[src/rtl/blink_gen_pkg.sv]
// Shared encodings for the multi-channel blink generator: config mode values
// and the per-channel FSM state type.
package blink_gen_pkg;

    localparam logic [1:0] MODE_OFF   = 2'b00;
    localparam logic [1:0] MODE_CONT  = 2'b01;
    localparam logic [1:0] MODE_BURST = 2'b10;

    typedef enum logic {
        ST_IDLE = 1'b0,
        ST_RUN  = 1'b1
    } state_t;

endpackage

[src/rtl/blink_channel.sv]
// One blink channel: config registers, start-time latch, IDLE/RUN FSM, half-period
// counter and output gate. Burst counting and done exist only with BLINK_BURST_EN.
module blink_channel
    import blink_gen_pkg::*;
#(
    parameter int          DIV_W       = 32,
    parameter int          CNT_W       = 8,
    parameter int unsigned DEFAULT_DIV = 25000000
) (
    input  logic             clk,
    input  logic             rst,
    input  logic             cfg_we,
    input  logic [DIV_W-1:0] cfg_div,
    input  logic [1:0]       cfg_mode,
    input  logic [CNT_W-1:0] cfg_burst,
    input  logic             start,
    input  logic             stop,
    input  logic             set_n,
    output logic             blink_out,
    output logic             done,
    output state_t           dbg_state
);
    localparam logic [DIV_W-1:0] DIV_ONE = DIV_W'(1);
    localparam logic [DIV_W-1:0] DIV_RST = DIV_W'(DEFAULT_DIV);

    state_t           state_q, state_d;
    logic             phase_q, phase_d;
    logic [DIV_W-1:0] cnt_q, cnt_d;
    logic [DIV_W-1:0] div_q, div_d;
    logic [DIV_W-1:0] act_div_q, act_div_d;
    logic [1:0]       mode_q, mode_d;
    logic [DIV_W-1:0] eff_div;
    logic             mode_ok;
    logic             wrap;

`ifdef BLINK_BURST_EN
    localparam logic [CNT_W-1:0] CNT_ONE = CNT_W'(1);
    logic [CNT_W-1:0] burst_q, burst_d;
    logic [CNT_W-1:0] act_burst_q, act_burst_d;
    logic [CNT_W-1:0] bcnt_q, bcnt_d;
    logic [CNT_W-1:0] eff_burst;
    logic             act_is_burst_q, act_is_burst_d;
    logic             done_q, done_d;

    assign eff_burst = (act_burst_q == '0) ? CNT_ONE : act_burst_q;
`else
    logic unused_burst;
    assign unused_burst = ^cfg_burst;
`endif

    // A zero divisor runs as one clock per half-period.
    assign eff_div = (act_div_q == '0) ? DIV_ONE : act_div_q;
    assign mode_ok = (mode_q == MODE_CONT) || (mode_q == MODE_BURST);
    assign wrap    = (cnt_q == eff_div - DIV_ONE);

    always_comb begin
        div_d     = div_q;
        mode_d    = mode_q;
        act_div_d = act_div_q;
        state_d   = state_q;
        phase_d   = phase_q;
        cnt_d     = cnt_q;
`ifdef BLINK_BURST_EN
        burst_d        = burst_q;
        act_burst_d    = act_burst_q;
        act_is_burst_d = act_is_burst_q;
        bcnt_d         = bcnt_q;
        done_d         = 1'b0;
`endif
        if (cfg_we) begin
            div_d  = cfg_div;
            mode_d = cfg_mode;
`ifdef BLINK_BURST_EN
            burst_d = cfg_burst;
`endif
        end

        case (state_q)
            ST_IDLE: begin
                // Latch the pre-write config so a same-cycle write waits for the next start.
                if (start && !stop && mode_ok) begin
                    state_d   = ST_RUN;
                    phase_d   = 1'b1;
                    cnt_d     = '0;
                    act_div_d = div_q;
`ifdef BLINK_BURST_EN
                    act_burst_d    = burst_q;
                    act_is_burst_d = (mode_q == MODE_BURST);
                    bcnt_d         = '0;
`endif
                end
            end
            ST_RUN: begin
                if (stop) begin
                    state_d = ST_IDLE;
                    phase_d = 1'b0;
                    cnt_d   = '0;
                end else if (wrap) begin
                    cnt_d   = '0;
                    phase_d = ~phase_q;
`ifdef BLINK_BURST_EN
                    // Periods are counted on the falling toggle; the burst ends at the
                    // end of the low half of the last counted period.
                    if (act_is_burst_q) begin
                        if (phase_q) begin
                            bcnt_d = bcnt_q + CNT_ONE;
                        end else if (bcnt_q == eff_burst) begin
                            state_d = ST_IDLE;
                            phase_d = 1'b0;
                            done_d  = 1'b1;
                        end
                    end
`endif
                end else begin
                    cnt_d = cnt_q + DIV_ONE;
                end
            end
            default: begin
                state_d = ST_IDLE;
                phase_d = 1'b0;
            end
        endcase
    end

    always_ff @(posedge clk or posedge rst) begin
        if (rst) begin
            state_q   <= ST_IDLE;
            phase_q   <= 1'b0;
            cnt_q     <= '0;
            div_q     <= DIV_RST;
            mode_q    <= MODE_OFF;
            act_div_q <= DIV_RST;
`ifdef BLINK_BURST_EN
            burst_q        <= CNT_ONE;
            act_burst_q    <= CNT_ONE;
            act_is_burst_q <= 1'b0;
            bcnt_q         <= '0;
            done_q         <= 1'b0;
`endif
        end else begin
            state_q   <= state_d;
            phase_q   <= phase_d;
            cnt_q     <= cnt_d;
            div_q     <= div_d;
            mode_q    <= mode_d;
            act_div_q <= act_div_d;
`ifdef BLINK_BURST_EN
            burst_q        <= burst_d;
            act_burst_q    <= act_burst_d;
            act_is_burst_q <= act_is_burst_d;
            bcnt_q         <= bcnt_d;
            done_q         <= done_d;
`endif
        end
    end

    assign blink_out = phase_q & set_n;
    assign dbg_state = state_q;
`ifdef BLINK_BURST_EN
    assign done = done_q;
`else
    assign done = 1'b0;
`endif

endmodule

[src/rtl/blink_gen_multi.sv]
// Multi-channel programmable blink generator: CH independent blink_channel copies
// sharing one config write port. Burst mode is compiled in with BLINK_BURST_EN.
module blink_gen_multi
    import blink_gen_pkg::*;
#(
    parameter int          CH          = 4,
    parameter int          DIV_W       = 32,
    parameter int unsigned DEFAULT_DIV = 25000000,
    parameter int          CNT_W       = 8,
    localparam int         CH_W        = (CH > 1) ? $clog2(CH) : 1
) (
    input  logic             clk_50MHz,
    input  logic             rst,
    input  logic             cfg_we,
    input  logic [CH_W-1:0]  cfg_ch,
    input  logic [DIV_W-1:0] cfg_div,
    input  logic [1:0]       cfg_mode,
    input  logic [CNT_W-1:0] cfg_burst,
    input  logic [CH-1:0]    start,
    input  logic [CH-1:0]    stop,
    input  logic [CH-1:0]    set_n,
    output logic [CH-1:0]    blink_out,
    output logic [CH-1:0]    busy,
    output logic [CH-1:0]    done
);
    state_t ch_state [CH];

    // Addresses at or above CH match no channel, so those writes are dropped.
    for (genvar i = 0; i < CH; i++) begin : g_ch
        logic ch_we;
        assign ch_we = cfg_we && (cfg_ch == CH_W'(i));

        blink_channel #(
            .DIV_W      (DIV_W),
            .CNT_W      (CNT_W),
            .DEFAULT_DIV(DEFAULT_DIV)
        ) u_ch (
            .clk      (clk_50MHz),
            .rst      (rst),
            .cfg_we   (ch_we),
            .cfg_div  (cfg_div),
            .cfg_mode (cfg_mode),
            .cfg_burst(cfg_burst),
            .start    (start[i]),
            .stop     (stop[i]),
            .set_n    (set_n[i]),
            .blink_out(blink_out[i]),
            .done     (done[i]),
            .dbg_state(ch_state[i])
        );

        assign busy[i] = (ch_state[i] == ST_RUN);
    end

endmodule

[config.mk]
export PLATFORM = sky130hd
export DESIGN_NAME = blink_gen_multi
export DESIGN_NICKNAME = d
export VERILOG_FILES = /design/src/rtl/blink_gen_pkg.sv /design/src/rtl/blink_channel.sv /design/src/rtl/blink_gen_multi.sv
export SDC_FILE = /design/constraint.sdc
export NUM_CORES = 1
export LEC_CHECK = 0
export BUFFER_PORTS_ARGS = -buffer_cell sky130_fd_sc_hd__buf_2
export CORE_ASPECT_RATIO = 1.4
export CORE_MARGIN = 5
export CORE_UTILIZATION = 45
export DETAILED_ROUTE_END_ITERATION = 16
export PLACE_DENSITY = 0.6
export SYNTH_ARGS = -nofsm -noshare
export SYNTH_HDL_FRONTEND = slang
export SYNTH_SLANG_ARGS = --single-unit
export TNS_END_PERCENT = 50
[constraint.sdc]
create_clock -name clk_50MHz -period 15.6 [get_ports clk_50MHz]
set_input_delay 3.12 -clock clk_50MHz [delete_from_list [all_inputs] [get_ports clk_50MHz]]
set_output_delay 3.12 -clock clk_50MHz [all_outputs]
set_load 0.005 [all_outputs]
==> impl_metrics.csv <==
group,metric,value,unit
status,status,"completed",
sta,clock_skew,0.0162,ns
clocking,ctsHoldBuffers,0,
sta,max_clock_freq,152,MHz
worst_setup_path,cp_cell_sequence,"buf_2, and2_1, buf_2",
worst_setup_path,cp_data_arrival_time,3.45,ns
global_route,grt_max_degree,106,
power_and_ir_drop,ir_drop,0.0893,mV
power_and_ir_drop,clkPwrFrac,25.6,%
clocking,cts_resized,0,
routing,ant_nets,0,
clocking,cts.sinks,400,
finish,syn_to_final_growth,9.38,%
worst_setup_path,required,12.48,ns
floorplan,core_area,0.0511,mm^2
floorplan,die_w,202,um
sta,period_minus_slack,6.57,ns
sta,setup-tns-final,0,ns
sta,layout_worst_path_cycle_share,42.1,%
yosys,yosys_register_bits,400,
worst_setup_path,ff2ff_path_depth,15,
clocking,clk_path_buf_depth,3,
sta,rsz0062_at_grt,"no",
worst_setup_path,path_common_cell,"buf_2",
floorplan,num_rows,98,
worst_setup_path,critPathKind,"in -> out",
worst_setup_path,slowest_stage,"and2_1",
yosys,ys.warnings.count,0,
clocking,cts_root_buf,"clkbuf_16",
worst_setup_path,r2r-end,"g_ch[1].u_ch.cnt_q[7]",
sta,setup_ws,9.03,ns
global_route,grt_util_met1,29.0,%
worst_setup_path,reg2reg_slack,9.93,ns
worst_setup_path,cp-end-kind,"primary output",
placed_design,port_buffers,58,
routing,drc,0,
power_and_ir_drop,combPwrFrac,30.2,%
worst_setup_path,r2r_start,"g_ch[1].u_ch.act_div_q[18]",
placed_design,dp_hpwl,46500,um
clocking,tritoncts,"done",
clocking,clk_pin_slew,0.06,ns
yosys,async_flop_share,100,%
finish,nets,2391,
power_and_ir_drop,seq_power_share,44.2,%
placed_design,gp_congestion,0.929,
hold_path,hold_path_class,"reg -> reg",
power_and_ir_drop,switching_share,36.8,%
clocking,numCtsBuffers,41,
floorplan,initial_core_util,45.5,%
routing,wl_per_cell,21.5,um
yosys,synth_cells,2334,
global_route,grt_pass1_vias,18200,
worst_setup_path,path_max_fanout,1,
worst_setup_path,crit_path_start_kind,"input port",
worst_setup_path,cpPeakStageDelay,0.12,ns
sta,finalHoldViolCount,0,
hold_path,hold_start,"g_ch[3].u_ch.div_q[1]",
clocking,post_cts_buffers,0,
global_route,grt_first_pass_wirelength,103000,um
power_and_ir_drop,p_int,2.52,mW
clocking,cts_max_level,2,
global_route,use_met2,39.4,%
power_and_ir_drop,finalPower,3.99,mW
global_route,antenna_found_initial,4,
clocking,clock_latency,0.56,ns
power_and_ir_drop,p_leak,10.0,nW
hold_path,hold_depth,2,
finish,final_core_util,49.7,%
global_route,track_usage,22.4,%
sta,setup_viol,0,
sta,slew_viol_final,0,
yosys,synth_edf_count,0,
yosys,synth_top_area_share,32.7,%
floorplan,io_pins,71,
finish,drive_gt1_share,23.9,%
routing,firstDrtPassIters,7,
routing,first_iter_violations,1134,
power_and_ir_drop,power.density,157,mW/mm^2
routing,routed_wirelength,64600,um
run,drv_cap,0,
yosys,synth_flop_cell,"dfrtp_1",
yosys,syn_avg_cell_area,9.96,um^2
floorplan,die_y,279,um
placed_design,place_ws,9.03,ns
global_route,use_met3,2.61,%
global_route,gr-total-overflow,0,
power_and_ir_drop,p_switching,1.47,mW
sta,fin_hold_ws,0.480,ns
yosys,syn_area,0.0233,mm^2
floorplan,dieArea,0.0564,mm^2
routing,via_per_inst,6.10,
yosys,ys_top_cells_by_area,"dfrtp_1 33%, mux2_2 12%, dfstp_2 11%",
yosys,yosysUniqueCellTypes,86,
hold_path,holdPathEnd,"g_ch[3].u_ch.act_div_q[1]",
yosys,synth-seq-area-share,43.6,%
routing,vias,18300,
sta,tightest_slew,1.19,ns
sta,max-slew-margin-rel,20.7,%
global_route,grt.busiest_layer,"met2",
yosys,synth_largest_area_cell,"dfrtp_1",
[per-layer routing]
metal | up-vias | wire [um]
met5 | - | 0
met4 | 0 | 2130
met3 | 108 | 2580
met2 | 403 | 32400
met1 | 9231 | 27500
li1 | 8596 | -
[stage by stage]
step | cell area [um^2] | std cells
2_1_floorplan | 23300 | 2337
3_3_place_gp | 24000 | 2931
3_5_place_dp | 24000 | 2931
4_1_cts | 25400 | 3007
5_1_grt | 25400 | 3007
6_report | 25400 | 3008
[cell usage after synthesis (68+ instances only)]
| cell type | instances |
|---|---|
| clkbuf_1 | 101 |
| dfrtp_1 | 304 |
| dfstp_2 | 96 |
| mux2_2 | 258 |
| nand2_1 | 180 |
| nand3_1 | 116 |
| nor2_1 | 148 |
| nor3_1 | 72 |
| nor4_1 | 68 |
| o21ai_0 | 72 |
| xnor2_1 | 87 |
| xor2_1 | 80 |
[cell usage in the layout (no fill, tap or decap), drive strengths merged, types with 15 or more instances in the layout]
master	count
clkbuf	58
or3	24
dfrtp	304
nor4	71
mux2i	21
nand2b	15
nor3	76
o31ai	22
nor3b	15
a31oi	36
buf	83
nand2	180
o311ai	23
xnor2	87
or2	19
nand3b	25
a21oi	55
dfstp	96
nand3	116
a22o	16
or4	29
nand4b	15
and3	41
o21ai	73
a21o	23
o21a	24
nand4	47
nor4b	15
mux2	258
and2	23
xor2	80
inv	61
nor2	148
[cell type report]
cell class,count,area (um^2)
Tap cell,650,813
Sequential cell,400,10100
Inverter,59,229
Multi-Input combinational cell,1739,12400
Timing Repair Buffer,83,478
Clock inverter,18,184
Clock buffer,58,1220
Antenna cell,1,2.50
Fill cell,4784,25700
[flip-flops by register name, summed over array words and instances (netlist names)]
signal and count:
g_ch.u_ch.mode_q 8, g_ch.u_ch.phase_q 4, g_ch.u_ch.dbg_state 4, g_ch.u_ch.act_div_q 128
g_ch.u_ch.cnt_q 128, g_ch.u_ch.div_q 128
[power by group through the flow]
stage               Combinational (mW)  Clock (mW)  Sequential, mW
floorplan                         1.03           0            1.56
detailed placement                1.20           0            1.78
global placement                  1.17           0            1.76
CTS                               1.21        1.05            1.76
global route                      1.34        1.09            1.81
finish                            1.21        1.02            1.76
[critical path: cells and delay by family]
family / cells / cell delay, ns
buffers and inverters: 2 / 0.21
and+or+nand+nor: 1 / 0.12
[how the worst max path moves through the flow]
| stage | start | endpoint | slack [ns] | depth (start not counted) |
|---|---|---|---|---|
| after floorplan | rst | g_ch[0].u_ch.act_div_q[0] | 1.51 | 1 |
| after global placement | set_n[1] | blink_out[1] | 9.02 | 3 |
| after detailed placement | set_n[2] | blink_out[2] | 9.03 | 3 |
| after CTS | set_n[2] | blink_out[2] | 9.03 | 3 |
| after global routing | set_n[3] | blink_out[3] | 9.00 | 3 |
| final | set_n[2] | blink_out[2] | 9.03 | 3 |
[kinds of logic after synthesis]
family,after synthesis,synth area share [%]
simple gates,901,21.1
flops,400,43.6
compound gates,380,11.6
mux,279,13.4
buf+inv,198,3.59
xor+xnor,167,6.29
fa+ha+maj,8,0.430
other cells,1,0.0161
Power figures use the tool's default switching activity.
